[src/rtl/riscv_pkg.sv]
// rtl/riscv_pkg.sv - shared memory-access constants, state encoding and access-size decode
package riscv_pkg;

    localparam logic [2:0] F3_B  = 3'b000;
    localparam logic [2:0] F3_H  = 3'b001;
    localparam logic [2:0] F3_W  = 3'b010;
    localparam logic [2:0] F3_BU = 3'b100;
    localparam logic [2:0] F3_HU = 3'b101;

    localparam logic [1:0] RESULT_SRC_LOAD = 2'b01;

    typedef enum logic [1:0] {
        ST_IDLE   = 2'b00,
        ST_ACCESS = 2'b01,
        ST_DONE   = 2'b10
    } mem_state_t;

    typedef enum logic [1:0] {
        SZ_BYTE = 2'b00,
        SZ_HALF = 2'b01,
        SZ_WORD = 2'b10
    } access_size_t;

    // Stores only define B/H/W; loads add BU/HU. Anything else is a word access.
    function automatic access_size_t access_size(input logic [2:0] func3, input logic is_store);
        access_size_t size;
        size = SZ_WORD;
        if (func3 == F3_B || (!is_store && func3 == F3_BU)) begin
            size = SZ_BYTE;
        end else if (func3 == F3_H || (!is_store && func3 == F3_HU)) begin
            size = SZ_HALF;
        end
        return size;
    endfunction

    // Bytes are never misaligned; halfwords need addr[0]=0, words need addr[1:0]=0.
    function automatic logic is_misaligned(input access_size_t size, input logic [1:0] addr_lo);
        logic mis;
        case (size)
            SZ_HALF: mis = addr_lo[0];
            SZ_WORD: mis = |addr_lo;
            default: mis = 1'b0;
        endcase
        return mis;
    endfunction

endpackage

[src/rtl/lsu_align.sv]
// rtl/lsu_align.sv - store lane replication/strobes and load lane extraction/extension
module lsu_align
    import riscv_pkg::*;
(
    input  logic [2:0]  i_st_func3,
    input  logic [1:0]  i_st_addr_lo,
    input  logic [31:0] i_st_data,
    output logic [31:0] o_st_wdata,
    output logic [3:0]  o_st_wstrb,
    input  logic [2:0]  i_ld_func3,
    input  logic [1:0]  i_ld_lane,
    input  logic [31:0] i_ld_rdata,
    output logic [31:0] o_ld_data
);

    access_size_t w_st_size;
    access_size_t w_ld_size;
    logic         w_ld_signed;
    logic [7:0]   w_ld_byte;
    logic [15:0]  w_ld_half;

    assign w_st_size   = access_size(i_st_func3, 1'b1);
    assign w_ld_size   = access_size(i_ld_func3, 1'b0);
    // LB/LH have func3[2]=0; the unsigned variants set it.
    assign w_ld_signed = ~i_ld_func3[2];

    // Replicate store data across lanes so the slave only needs the strobes.
    always_comb begin
        o_st_wdata = i_st_data;
        o_st_wstrb = 4'b1111;
        case (w_st_size)
            SZ_BYTE: begin
                o_st_wdata = {4{i_st_data[7:0]}};
                o_st_wstrb = 4'b0001 << i_st_addr_lo;
            end
            SZ_HALF: begin
                o_st_wdata = {2{i_st_data[15:0]}};
                o_st_wstrb = i_st_addr_lo[1] ? 4'b1100 : 4'b0011;
            end
            default: begin
                o_st_wdata = i_st_data;
                o_st_wstrb = 4'b1111;
            end
        endcase
    end

    // Pick the addressed byte/halfword lane out of the returned word.
    always_comb begin
        w_ld_byte = i_ld_rdata[7:0];
        case (i_ld_lane)
            2'd1:    w_ld_byte = i_ld_rdata[15:8];
            2'd2:    w_ld_byte = i_ld_rdata[23:16];
            2'd3:    w_ld_byte = i_ld_rdata[31:24];
            default: w_ld_byte = i_ld_rdata[7:0];
        endcase
        w_ld_half = i_ld_lane[1] ? i_ld_rdata[31:16] : i_ld_rdata[15:0];
    end

    // Sign- or zero-extend the selected lane to 32 bits.
    always_comb begin
        o_ld_data = i_ld_rdata;
        case (w_ld_size)
            SZ_BYTE: o_ld_data = {{24{w_ld_signed & w_ld_byte[7]}}, w_ld_byte};
            SZ_HALF: o_ld_data = {{16{w_ld_signed & w_ld_half[15]}}, w_ld_half};
            default: o_ld_data = i_ld_rdata;
        endcase
    end

endmodule

[src/rtl/mem_access_stage.sv]
// rtl/mem_access_stage.sv - memory-access stage driving a valid/ready data bus ahead of stage2
module mem_access_stage #(
    parameter int         TIMEOUT         = 16,
    parameter logic [1:0] RESULT_SRC_LOAD = 2'b01
) (
    input  logic        clk,
    input  logic        rst,
    input  logic        flush,
    input  logic        in_wed,
    input  logic [1:0]  in_result_src,
    input  logic [31:0] in_alu_result,
    input  logic [31:0] in_write_data,
    input  logic [2:0]  in_func3,
    output logic        bus_req,
    output logic        bus_we,
    output logic [31:0] bus_addr,
    output logic [31:0] bus_wdata,
    output logic [3:0]  bus_wstrb,
    input  logic        bus_ready,
    input  logic [31:0] bus_rdata,
    output logic [31:0] o_read_data,
    output logic        o_mem_stall,
    output logic        o_misaligned,
    output logic        o_bus_fault
);

    import riscv_pkg::*;

    mem_state_t  r_state;
    mem_state_t  w_next_state;
    logic        r_bus_req;
    logic        r_bus_we;
    logic [31:0] r_bus_addr;
    logic [31:0] r_bus_wdata;
    logic [3:0]  r_bus_wstrb;
    logic [31:0] r_read_data;
    logic        r_bus_fault;
    logic [2:0]  r_func3;
    logic [1:0]  r_lane;
    logic [31:0] r_wait_cnt;

    logic        w_is_load;
    logic        w_access;
    logic        w_misaligned;
    logic        w_start;
    logic        w_timeout;
    logic        w_mem_stall;
    logic        w_misaligned_flag;
    logic [31:0] w_st_wdata;
    logic [3:0]  w_st_wstrb;
    logic [31:0] w_ld_data;

    assign w_is_load    = (in_result_src == RESULT_SRC_LOAD);
    assign w_access     = (in_wed | w_is_load) & ~flush;
    assign w_misaligned = is_misaligned(access_size(in_func3, in_wed), in_alu_result[1:0]);
    assign w_start      = (r_state == ST_IDLE) & w_access & ~w_misaligned;
    // The counter holds the number of completed wait cycles, so the last allowed one is TIMEOUT-1.
    assign w_timeout    = (TIMEOUT > 0) && !bus_ready && (r_wait_cnt == 32'(TIMEOUT - 1));

    lsu_align u_align (
        .i_st_func3   (in_func3),
        .i_st_addr_lo (in_alu_result[1:0]),
        .i_st_data    (in_write_data),
        .o_st_wdata   (w_st_wdata),
        .o_st_wstrb   (w_st_wstrb),
        .i_ld_func3   (r_func3),
        .i_ld_lane    (r_lane),
        .i_ld_rdata   (bus_rdata),
        .o_ld_data    (w_ld_data)
    );

    // State register.
    always_ff @(posedge clk) begin
        if (rst) begin
            r_state <= ST_IDLE;
        end else begin
            r_state <= w_next_state;
        end
    end

    // Next state: a started access always runs to DONE; flush only matters in IDLE.
    always_comb begin
        w_next_state = r_state;
        case (r_state)
            ST_IDLE:   if (w_start) w_next_state = ST_ACCESS;
            ST_ACCESS: if (bus_ready || w_timeout) w_next_state = ST_DONE;
            ST_DONE:   w_next_state = ST_IDLE;
            default:   w_next_state = ST_IDLE;
        endcase
    end

    // Combinational stall and misalignment flags; DONE releases the pipeline for one cycle.
    always_comb begin
        w_mem_stall       = 1'b0;
        w_misaligned_flag = 1'b0;
        case (r_state)
            ST_IDLE: begin
                w_mem_stall       = w_start;
                w_misaligned_flag = w_access & w_misaligned;
            end
            ST_ACCESS: w_mem_stall = 1'b1;
            default: begin
                w_mem_stall       = 1'b0;
                w_misaligned_flag = 1'b0;
            end
        endcase
    end

    // Bus request latching, wait counting, load result capture and fault pulse.
    always_ff @(posedge clk) begin
        if (rst) begin
            r_bus_req   <= 1'b0;
            r_bus_we    <= 1'b0;
            r_bus_addr  <= 32'h0;
            r_bus_wdata <= 32'h0;
            r_bus_wstrb <= 4'h0;
            r_read_data <= 32'h0;
            r_bus_fault <= 1'b0;
            r_func3     <= 3'b000;
            r_lane      <= 2'b00;
            r_wait_cnt  <= 32'h0;
        end else begin
            r_bus_fault <= 1'b0;
            case (r_state)
                ST_IDLE: begin
                    if (w_start) begin
                        r_bus_req   <= 1'b1;
                        r_bus_we    <= in_wed;
                        r_bus_addr  <= {in_alu_result[31:2], 2'b00};
                        r_bus_wdata <= in_wed ? w_st_wdata : 32'h0;
                        r_bus_wstrb <= in_wed ? w_st_wstrb : 4'h0;
                        r_func3     <= in_func3;
                        r_lane      <= in_alu_result[1:0];
                        r_wait_cnt  <= 32'h0;
                    end
                end
                ST_ACCESS: begin
                    if (bus_ready) begin
                        r_bus_req <= 1'b0;
                        if (!r_bus_we) begin
                            r_read_data <= w_ld_data;
                        end
                    end else if (w_timeout) begin
                        r_bus_req   <= 1'b0;
                        r_bus_fault <= 1'b1;
                        r_read_data <= 32'h0;
                    end else begin
                        r_wait_cnt <= r_wait_cnt + 32'd1;
                    end
                end
                default: begin
                    r_bus_req <= 1'b0;
                end
            endcase
        end
    end

    assign bus_req      = r_bus_req;
    assign bus_we       = r_bus_we;
    assign bus_addr     = r_bus_addr;
    assign bus_wdata    = r_bus_wdata;
    assign bus_wstrb    = r_bus_wstrb;
    assign o_read_data  = r_read_data;
    assign o_mem_stall  = w_mem_stall;
    assign o_misaligned = w_misaligned_flag;
    assign o_bus_fault  = r_bus_fault;

endmodule

[config.mk]
export PLATFORM = sky130hd
export DESIGN_NAME = mem_access_stage
export DESIGN_NICKNAME = d
export VERILOG_FILES = /design/src/rtl/riscv_pkg.sv /design/src/rtl/lsu_align.sv /design/src/rtl/mem_access_stage.sv
export SDC_FILE = /design/constraint.sdc
export NUM_CORES = 1
export LEC_CHECK = 0
export ABC_AREA = 1
export CORE_ASPECT_RATIO = 0.75
export CORE_MARGIN = 8
export CORE_UTILIZATION = 49
export DETAILED_ROUTE_END_ITERATION = 8
export GPL_TIMING_DRIVEN = 0
export PLACE_DENSITY = 0.82
export SYNTH_ARGS = -nofsm -noshare
export SYNTH_HDL_FRONTEND = slang
export SYNTH_HIERARCHICAL = 1
export SYNTH_SLANG_ARGS = --single-unit
[constraint.sdc]
create_clock -name clk -period 2.1 [get_ports clk]
set_input_delay 0.21 -clock clk [delete_from_list [all_inputs] [get_ports clk]]
set_output_delay 0.21 -clock clk [all_outputs]
set_load 0.01 [all_outputs]
After elaboration in Yosys (flattened, before gate mapping)
Index checks and enable logic that the tools add are counted.

cells by class
  add/sub/neg operators = 1
  equality and inequality tests = 22
  shifts and indexed selects = 1
  multiplexer cells = 32
  bitwise gates (word level) = 11
  reduce and logical (&&, ||, !) cells = 24

operators by type and width
  operator                 number
  $mux W32                 7
  $pmux W32 S2             3
  $add A32 B1 Y32 const B  1
  $eq A32 B4 Y1 const B    1
  $pmux W8 S3              1
  $mux W16                 1
  $mux W2                  8
  $eq A2 B1 Y1 const B     6
  $eq A3 B3 Y1 const B     4
  $ne A2 B2 Y1 const B     5
  $mux W4                  2
  $pmux W4 S2              1
  $and A1 B1 Y1            6
  $eq A2 B2 Y1 const B     3
  $eq A3 B1 Y1 const B     2
  $logic_not A2 Y1         3
  $logic_not A3 Y1         2
  $pmux W1 S2              3
  $reduce_and A2 Y1        3
  $logic_or A1 B1 Y1       5
  $mux W1                  5
  $not A1 Y1               4
  $pmux W2 S2              1
  $reduce_and A4 Y1        1
  other kinds (9)          13

word-level totals
  flip-flop bits (word level) = 140
  input bits = 106
  output and inout bits = 105
  logic and storage cells = 102

Longest topological paths before layout
Gate-level depths: netlist of run 1.

  depth after elaboration = 11
  depth in mapped cells = 11
  depth with buffers taken out = 11

By module
Netlist of run 1, hierarchy kept.

modules (own cells, without submodules)
  module            times used  cells each  area each (µm²)  seq. area each (µm²)
  mem_access_stage  1           907         6123.4           2782.7
  lsu_align         1           265         1317.5           0.0

Worst setup path before layout of run 1
Ideal clock, no wire load.

  kind = reg-to-reg
  from = reg r_wait_cnt[0]
  to = reg r_wait_cnt[18]
  setup time = 109 ps
  arrival time = 1472 ps
  data required time = 1991 ps
  slack = 520 ps
  stages on the path, launching flop included = 12
  path buffers = 1
  period minus slack after synthesis = 1580 ps
  cells stage by stage = dfxtp_1 ha_1 nand3_2 nor2_1 nand2_1 nor2_1 nand3_2 buf_2 nand3_1 nand2_1 nand2_1 inv_1

on the way
  cells in the longest elaborated chain, start to end = 4
  elaborated cells between the ends (all ways) = 8
  classes of those cells = add/sub: 1; eq/ne: 2; mux: 3; reduce/logical: 2

ends and longest elaborated chain
  what                                               RTL line                                         text
  from (decl)                                        mem_access_stage.sv:40                           logic [31:0] r_wait_cnt;
  from (signal assigned)                             mem_access_stage.sv:148                          r_wait_cnt <= r_wait_cnt + 32'd1;
  $add A32 B1 Y32 or $eq A32 B4 Y1 (tied branches)   mem_access_stage.sv:148, mem_access_stage.sv:58
  $mux W32 or $logic_and A1 B1 Y1 (tied branches)    mem_access_stage.sv:143, mem_access_stage.sv:58
  $mux W32 or $ne A2 B2 Y1 (tied branches)           -
  $pmux W32 S2 or $reduce_and A4 Y1 (tied branches)  -

Several ways; a longest one is shown, not always the timed one. The select of a mux whose other input is x is not followed.
A chain may end at the register's enable or synchronous reset.

Worst setup path in the final report of run 1
  from = reg r_wait_cnt[0]
  to = reg r_read_data[31], in the netlist o_read_data[31]

on the way
  cells in the longest elaborated chain, start to end = 4

ends and longest elaborated chain
  what                          RTL line                 text
  $eq A32 B4 Y1                 mem_access_stage.sv:58   assign w_timeout = (TIMEOUT > 0) && !bus_ready && (r_wait_cnt == 32'(TIMEOUT - 1));
  $logic_and A1 B1 Y1           mem_access_stage.sv:58
  $reduce_bool A2 Y1 (no line)  -
  $reduce_and A3 Y1 (no line)   -
  to (signal assigned)          mem_access_stage.sv:141  r_read_data <= w_ld_data;
  to (decl)                     mem_access_stage.sv:36   logic [31:0] r_read_data;

No other way between the ends.

==> results of run 1 <==
-- logic make-up after synthesis --
group | after synthesis | synth area share [%]
adder cells (fa/ha/maj) | 1 | 0.168
XOR/XNOR | 8 | 0.942
AND/OR/NAND/NOR | 741 | 43.0
flip-flops | 139 | 37.4
AO/OA/AOI/OAI | 146 | 10.1
other | 1 | 0.0504
buffers and inverters | 136 | 8.34
-- metal layers --
metal	part of all wire (%)	wire length [microns]	vias to the layer above
met5	0	0	-
met4	2.0	522	0
met3	11	2750	38
met2	44	11600	404
met1	43	11300	3892
li1	-	-	4195
-- cell type report --
class                   instances  area [sq um]
fillers                      1348          4720
clock inverters                 9          77.6
repair buffers                208          2080
plain buffers                  71           384
multi-input cells             898          4050
well taps                     205           256
inverters                      63           236
flip-flops and latches        139          2780
clock buffers                  19           443
-- power groups by stage --
stage	clock network [mW]	logic (mW)	registers [mW]
floorplan	0	0.555	2.85
global route	2.89	1.27	2.78
finish	2.76	1.17	2.77
detailed placement	0	1.15	2.82
global placement	0	1.13	2.82
CTS	2.78	1.16	2.77
-- worst paths after layout --
path                            cells after the start              end  slack [ns]
worst min-delay path                                3        r_lane[0]        0.23
worst min register to register                      2  o_read_data[27]        0.46
worst max register to register                     11  o_read_data[31]        0.13
worst max-delay path                               11  o_read_data[31]        0.13
-- repair_timing --
action / CTS / global route
endpoints found under the hold margin: 0 / 0
setup endpoints to repair: 1 / 2
resized for setup: 3 / 5
pin swaps: 1 / 0
-- worst max-delay path, stage by stage (launching register included) --
cell,delay [ns]
dfxtp_1,0.38
ha_1,0.23
nand3_2,0.17
nor2_1,0.14
nand2_1,0.08
inv_1,0.06
nand2_1,0.08
nand2_1,0.10
nand2_1,0.17
buf_2,0.25
nand2_1,0.09
a21oi_1,0.08
-- state kept, by name, indices dropped and copies added (netlist names) --
signal	count
bus_wstrb	4
bus_wdata	32
bus_addr	30
r_state	1
r_lane	2
r_func3	3
bus_we	1
bus_req	1
o_read_data	32
o_bus_fault	1
r_wait_cnt	32
-- stage by stage --
step / TNS, ns / cell area (sq um) / utilization (%)
2_1_floorplan: 0 / 7440 / -
3_3_place_gp: -2.05 / 9780 / 65.1
3_5_place_dp: -3.18 / 9780 / 65.1
4_1_cts: 0 / 10300 / 68.5
5_1_grt: 0 / 10300 / 68.6
6_report: 0 / 10300 / 68.6
-- cell usage in the layout, fill, tap and decap left out, drive strengths merged, types with 40 or more instances in the layout --
cell type,n
o21ai,48
buf,40
nand3,139
nand2,406
clkdlybuf4s50,206
a21oi,96
clkbuf,50
inv,60
nor2,177
dfxtp,139
==> results.toml, run 1 <==
[outcome]
status = "finished clean"

[yosys]
syn_avg_cell_area_sq_um = 6.35
synth-async-reset-ratio_pct = 0
syn-cell-area_sq_um = 7440
synth_cell_types = 33
synth_top_area_cell = "dfxtp_1"
synth_edf_count = 0
synthTopCellsByArea = "dfxtp_1 37%, nand2_1 20%, nor2_1 8.3%"
yosysMostFrequentCell = "nand2_1"
synth_top_area_share_pct = 37.4
synth-seq-cells = 139
netlist_top_cells_count = "402 x nand2_1, 165 x nor2_1, 139 x dfxtp_1"
ys.flop_type = "dfxtp_1"
synth_cells = 1172
synth-seq-area-share_pct = 37.4
ys_warn_count = 6

[sta]
worst_hold_slack_ns = 0.228
setup_viol_count_final = 0
period_share_pct = 94.0
fmax_mhz = 507
relSlewSlack_pct = 56.3
worst_slew_pin_slew_ns = 0.651
clock_skew_ns = 0.00639
finalWorstSetupSlack_ns = 0.126
hold_viol = 0
slew_violations = 0
rsz0062_at_grt = "no"
period_minus_slack_ns = 1.97

[placement]
placed_cells = 1586
dp_slack_ns = -0.455
routabilityCongestion = 0.959
port_buffers = 208
dp_hpwl_mm = 19.9

[setup_path]
setup.worst_path.class = "register to register"
crit_arrival_ns = 2.25
cp-startpoint = "r_wait_cnt[0]"
cp-start-kind = "register"
critical_path_required_ns = 2.38
reg2reg_from = "r_wait_cnt[0]"
setup.worst_path.end_class = "register"
cp_max_fo = 10

[drt]
ant_nets = 0
wl_per_cell_microns = 16.2
via_per_inst = 5.29
dr.pass1.iters = 9
via_count = 8529
initialDrtViolationCount = 743
wirelength_mm = 26.2
drc = 0

[final_layout]
n_antenna_cell = 0
layout.nets = 1505
finalNonFillerCells = 1612
area_growth_pct = 38.6
drive_gt1_share_pct = 8.17

[pwr]
switching_share_pct = 27.4
p_int_mw = 4.87
ir_drop_v = 0.000639
p_sw_mw = 1.83
clock_power_share_pct = 41.2
total_power_mw = 6.70
seqPwrFrac_pct = 41.3
power_density_nw_per_um2 = 650
comb_power_share_pct = 17.4
power.leakage_nw = 3.88

[flow_run]
cap_violations = 0

[clocking]
clkTransAtPathRegs_ns = 0.06
cts_max_path_buffers = 2
cts_sinks = 139
root_buffer = "clkbuf_16"
cts_buffers = 17
clock_latency_ns = 0.43
holdBufCountCts = 0
post-cts-setup-buffers = 0
cts_tree = "built"
htreeDepth = 4

[grt]
grt_max_degree = 20
grt_pass1_vias = 7967
grt_use_met3_pct = 7.64
gr-usage-met2_pct = 43.0
antenna_found_initial = 0
overflow = 0
met1_usage_pct = 35.0
grt_usage_pct = 27.0
top_usage_layer = "met2"
grt_pass1_wl_mm = 41.4

[min_path]
worst_hold_path_type = "input port to register"
min_from = "in_alu_result[0]"

[floorplanning]
die-area_sq_um = 19400
die_x_microns = 158
rows = 39
core_sq_um = 15000
start_util_pct = 49.5
die_h_microns = 123
ios = 211
No activity file was read; power rests on OpenSTA's default activity.
==> run 2, diff against run 1 <==
Settings changed: CORE_MARGIN 8 to 2, CTS_CLUSTER_DIAMETER set to 200.
==> run 2 against run 1 <==
  * Global-route usage is 4.1 points higher
  * Register-to-register slack better by 0.03 ns
  * Power is 8.2% higher
  * Highest routed layer unchanged
==> results.toml, run 2 (synthesis gave the netlist of run 1 again) <==
[floorplanning]
die-area_sq_um = 16200
start_util_pct = 50.8
core_sq_um = 14600
die_h_microns = 111
ios = 211
rows = 38
die_x_microns = 146

[drt]
wirelength_mm = 25.3
dr.pass1.iters = 6
via_per_inst = 5.29
wl_per_cell_microns = 15.7
initialDrtViolationCount = 844
via_count = 8516
drc = 0
ant_nets = 0

[sta]
rsz0062_at_grt = "no"
relSlewSlack_pct = 60.6
worst_slew_pin_slew_ns = 0.586
fmax_mhz = 504
slew_violations = 0
period_share_pct = 94.4
clock_skew_ns = 0.00967
period_minus_slack_ns = 1.98
finalWorstSetupSlack_ns = 0.117
setup_viol_count_final = 0
hold_viol = 0

[clocking]
cts_sinks = 139
cts_max_path_buffers = 2
cts_tree = "built"
root_buffer = "clkbuf_16"
cts_buffers = 17
holdBufCountCts = 0
clock_latency_ns = 0.42
clkTransAtPathRegs_ns = 0.06
htreeDepth = 4

[pwr]
power.leakage_nw = 3.93
ir_drop_v = 0.000651
power_density_nw_per_um2 = 695
total_power_mw = 7.25

[setup_path]
cp_max_fo = 4
crit_path_cell_trace = "clkdlybuf4s50_1, nand2_1, nand3_1, o21ai_1, nor2_2, clkdlybuf4s50_1"
setup.worst_path.end_class = "output port"
crit_arrival_ns = 1.77
cp-start-kind = "input port"
slowest_stage = "clkdlybuf4s50_1"
setup.worst_path.class = "input port to output port"
cp_top_family = "buffers and inverters"
cpPeakStageDelay_ns = 0.58
critical_path_required_ns = 1.89
cp_num_buf_inv = 2
path_common_cell = "clkdlybuf4s50_1"

[final_layout]
area_growth_pct = 40.1
finalNonFillerCells = 1611
layout.nets = 1505
layout_common_cells = "402 x nand2_1, 207 x clkdlybuf4s50_1, 162 x nor2_1, 139 x dfxtp_1, 113 x nand3_1"
utilization_pct = 71.2
n_antenna_cell = 0
drive_gt1_share_pct = 8.65
final_area_sq_um = 10400
layout_commonest_cell = "nand2_1"
num-fill-cells = 1277

[placement]
routabilityCongestion = 0.942
dp_hpwl_mm = 19.0
placed_cells = 1581
port_buffers = 208
dp_slack_ns = -0.509
place_area_sq_um = 9780

[grt]
grt_pass1_wl_mm = 40.7
antenna_found_initial = 0
grt_usage_pct = 31.1
grt_pass1_vias = 7939
grt_max_degree = 20
overflow = 0

[min_path]
worst_hold_path_type = "input port to register"

[outcome]
status = "finished clean"

[flow_run]
cap_violations = 0
==> run 2: cell types whose count changed in the layout (fill, tap and decap cells not counted) <==
cell	previous run	this run
nor2_4	2	1
buf_4	14	15
dlymetal6s2s_1	1	0
clkinv_2	5	4
dlygate4sd2_1	1	0
nor2_1	164	162
buf_6	6	5
clkbuf_8	1	2
clkdlybuf4s50_1	206	207
clkbuf_2	1	2
nor2_2	11	14
clkinvlp_4	3	2
clkinv_4	0	1
bufinv_16	1	5
==> run 2: where the power goes <==
group / internal [mW] / switching [mW] / leakage [nW]
Combinational: 0.526 / 0.631 / 2.49
Clock: 2.16 / 1.16 / 0.316
Sequential: 2.72 / 0.0484 / 1.13
==> run 2: worst min-delay path, cell delays in order <==
cell and delay (ns):
clkdlybuf4s50_1 0.39, o21ai_0 0.15, nor2_1 0.04
==> run 2: cell type report <==
| class | count | area [sq um] | share of cell area [%] |
|---|---|---|---|
| multi-input cells | 898 | 4050 | 38.8 |
| flip-flops and latches | 139 | 2780 | 26.7 |
| repair buffers | 208 | 2080 | 19.9 |
| clock buffers | 20 | 457 | 4.38 |
| plain buffers | 71 | 380 | 3.65 |
| well taps | 200 | 250 | 2.40 |
| inverters | 63 | 236 | 2.27 |
| clock inverters | 12 | 194 | 1.86 |
==> run 2: path summary, 6_finish.rpt <==
check                           cells after the start  slack [ns]              end             start
worst min-delay path                                3        0.41      bus_addr[9]  in_alu_result[9]
worst max register to register                     11        0.16   r_wait_cnt[26]     r_wait_cnt[1]
worst min register to register                      2        0.46  o_read_data[31]   o_read_data[31]
worst max-delay path                                6        0.12     o_misaligned       in_func3[0]
==> run 2: stage by stage <==
stage,TNS (ns),hold WS [ns]
6_report,0,0.407
5_1_grt,0,0.426
4_1_cts,0,0.397
3_5_place_dp,-5.88,0.454
3_3_place_gp,-3.10,0.449
2_1_floorplan,0,0.289
==> run 2: what timing repair did <==
| item | CTS | global route |
|---|---|---|
| buffers inserted | 0 | 0 |
| setup endpoints to repair | 1 | 6 |
| resized for setup | 3 | 6 |
| hold endpoints to repair | 0 | 0 |
==> run 2: per-layer routing <==
metal | GRT usage [%] | vias up | routed length [microns]
met3 | 9.63 | 37 | 2970
met4 | 7.31 | 0 | 400
li1 | - | 4191 | -
met1 | 42.6 | 3832 | 11000
met5 | 0 | - | 0
met2 | 48.3 | 456 | 11000
==> run 3, diff against run 2 <==
--- a/config.mk
+++ b/config.mk
@@ -10,5 +10,5 @@
 export CORE_MARGIN = 2
 export CORE_UTILIZATION = 49
-export CTS_CLUSTER_DIAMETER = 200
+export CTS_BUF_LIST = sky130_fd_sc_hd__clkbuf_4 sky130_fd_sc_hd__clkbuf_8 sky130_fd_sc_hd__clkbuf_16
 export DETAILED_ROUTE_END_ITERATION = 8
 export GPL_TIMING_DRIVEN = 0
==> constraint.sdc (replaced) <==
create_clock -name clk -period 2.1 [get_ports clk]
set_input_delay 0.21 -clock clk [delete_from_list [all_inputs] [get_ports clk]]
set_output_delay 0.21 -clock clk [all_outputs]
set_load 0.02 [all_outputs]
==> run 3 against run 2 <==
  * Non-clock buffer count is 1 higher
  * Fmax down 1.8%
  * Hold slack got worse by 0.17 ns
  * Sequential share of layout area about the same
  * Clock skew increased by 0.0015 ns
  * Design area up 0.18%
  * Via count increased by 0.11%
  * Critical path type is now register to output port
  * Largest cell class unchanged
==> results.toml, run 3 (synthesis gave the netlist of run 1 again) <==
[outcome]
status = "finished clean"

[drt]
wl_per_cell_microns = 15.7
via_per_inst = 5.29
via_count = 8525
wirelength_mm = 25.3
initialDrtViolationCount = 811
ant_nets = 0
dr.pass1.iters = 5
drc = 0

[clocking]
root_buffer = "clkbuf_16"
htreeDepth = 4
cts_tree = "built"
cts_max_path_buffers = 2
clkTransAtPathRegs_ns = 0.05
post-cts-setup-buffers = 0
clock_latency_ns = 0.43
cts_buffers = 17
cts_sinks = 139

[setup_path]
reg2reg_to = "o_read_data[27]"
crit_arrival_ns = 1.81
r2r_setup_slack_ns = 0.17
critical_path_required_ns = 1.89
setup.worst_path.end_class = "output port"
setup.worst_path.class = "register to output port"
cp_max_fo = 10
r2r_cells = 11
reg2reg_from = "r_wait_cnt[1]"
cp-start-kind = "register"

[pwr]
power.leakage_nw = 3.95
power_density_nw_per_um2 = 702
ir_drop_v = 0.000658

[min_path]
min_to = "r_func3[0]"
min_from = "in_func3[0]"
hold_depth = 3
worst_hold_path_type = "input port to register"

[floorplanning]
start_util_pct = 50.8
core_sq_um = 14600
die_x_microns = 146
die_h_microns = 111
rows = 38
ios = 211
die-area_sq_um = 16200

[grt]
grt_pass1_wl_mm = 40.9
overflow = 0
grt_max_degree = 20
gr-usage-met2_pct = 48.7
top_usage_layer = "met2"
grt_use_met3_pct = 9.42
grt_pass1_vias = 7933
grt_usage_pct = 31.3
met1_usage_pct = 42.8
antenna_found_initial = 1

[sta]
slew_violations = 0
fmax_mhz = 495
hold_viol = 0
rsz0062_at_grt = "no"
worst_slew_pin_slew_ns = 0.595
finalWorstSetupSlack_ns = 0.0808
period_share_pct = 96.2
setup_tns_ns = 0
clock_skew_ns = 0.0112
relSlewSlack_pct = 60.1
period_minus_slack_ns = 2.02
setup_viol_count_final = 0

[final_layout]
layout_commonest_cell = "nand2_1"
area_growth_pct = 40.4
num-fill-cells = 1281
multi_input_area_sq_um = 4050
layout_common_cells = "402 x nand2_1, 205 x clkdlybuf4s50_1, 164 x nor2_1, 139 x dfxtp_1, 112 x nand3_1"
layout.nets = 1506
register_area_sq_um = 2780
final_area_sq_um = 10400
drive_gt1_share_pct = 8.71

[placement]
port_buffers = 208
dp_slack_ns = -0.566
dp_hpwl_mm = 19.0
place_area_sq_um = 9780
routabilityCongestion = 0.942

[flow_run]
cap_violations = 0
-- run 3: what timing repair did --
action | CTS | global route
endpoints found under the setup margin | 2 | 22
endpoints found under the hold margin | 0 | 0
resized for setup | 5 | 7
hold buffers | 0 | 0
-- run 3: layout make-up --
cell class              instances  share of cell area, %
multi-input cells             898                   38.8
flip-flops and latches        139                   26.6
repair buffers                208                   20.0
clock buffers                  20                   4.41
plain buffers                  72                   3.69
well taps                     200                   2.40
inverters                      63                   2.26
clock inverters                12                   1.86
diodes                          1                 0.0240
-- run 3: critical path: stages (launching register included) --
cell and delay (ns):
dfxtp_1 0.43, inv_1 0.06, nor2_1 0.19, inv_2 0.12
buf_2 0.21, nand2_1 0.09, clkdlybuf4s15_2 0.28
-- run 3: how the worst max path moves through the flow --
stage | startpoint | to | slack, ns | cells past startpoint
6_report | bus_req | o_mem_stall | 0.08 | 6
5_1_grt | r_wait_cnt[1] | r_wait_cnt[21] | 0.007 | 10
4_1_cts | in_func3[0] | o_mem_stall | 0.008 | 8
3_5_place_dp | in_func3[0] | o_mem_stall | -0.57 | 9
3_3_place_gp | in_func3[0] | o_mem_stall | -0.50 | 9
2_1_floorplan | r_wait_cnt[0] | r_wait_cnt[18] | 0.51 | 11
-- run 3: layer usage --
layer | vias to the layer above | routed length (microns)
met1 | 3830 | 10800
li1 | 4197 | -
met5 | - | 0
met3 | 33 | 3110
met4 | 0 | 310
met2 | 465 | 11100
-- run 3: metrics by stage --
| step | cells | power, mW | util [%] | hold slack, ns |
|---|---|---|---|---|
| after global routing | 1613 | 7.58 | 71.3 | 0.289 |
| after floorplan | 1173 | 3.47 | - | 0.289 |
| after CTS | 1612 | 7.33 | 71.2 | 0.396 |
| after detailed placement | 1581 | 4.02 | 66.8 | 0.454 |
| after global placement | 1581 | 4.01 | 66.8 | 0.449 |
| final | 1613 | 7.33 | 71.3 | 0.234 |
-- run 3: power by group --
group          total [mW]  internal [mW]  switching [mW]
logic                1.22          0.527           0.693
registers            2.77           2.72          0.0485
clock network        3.34           2.18            1.16
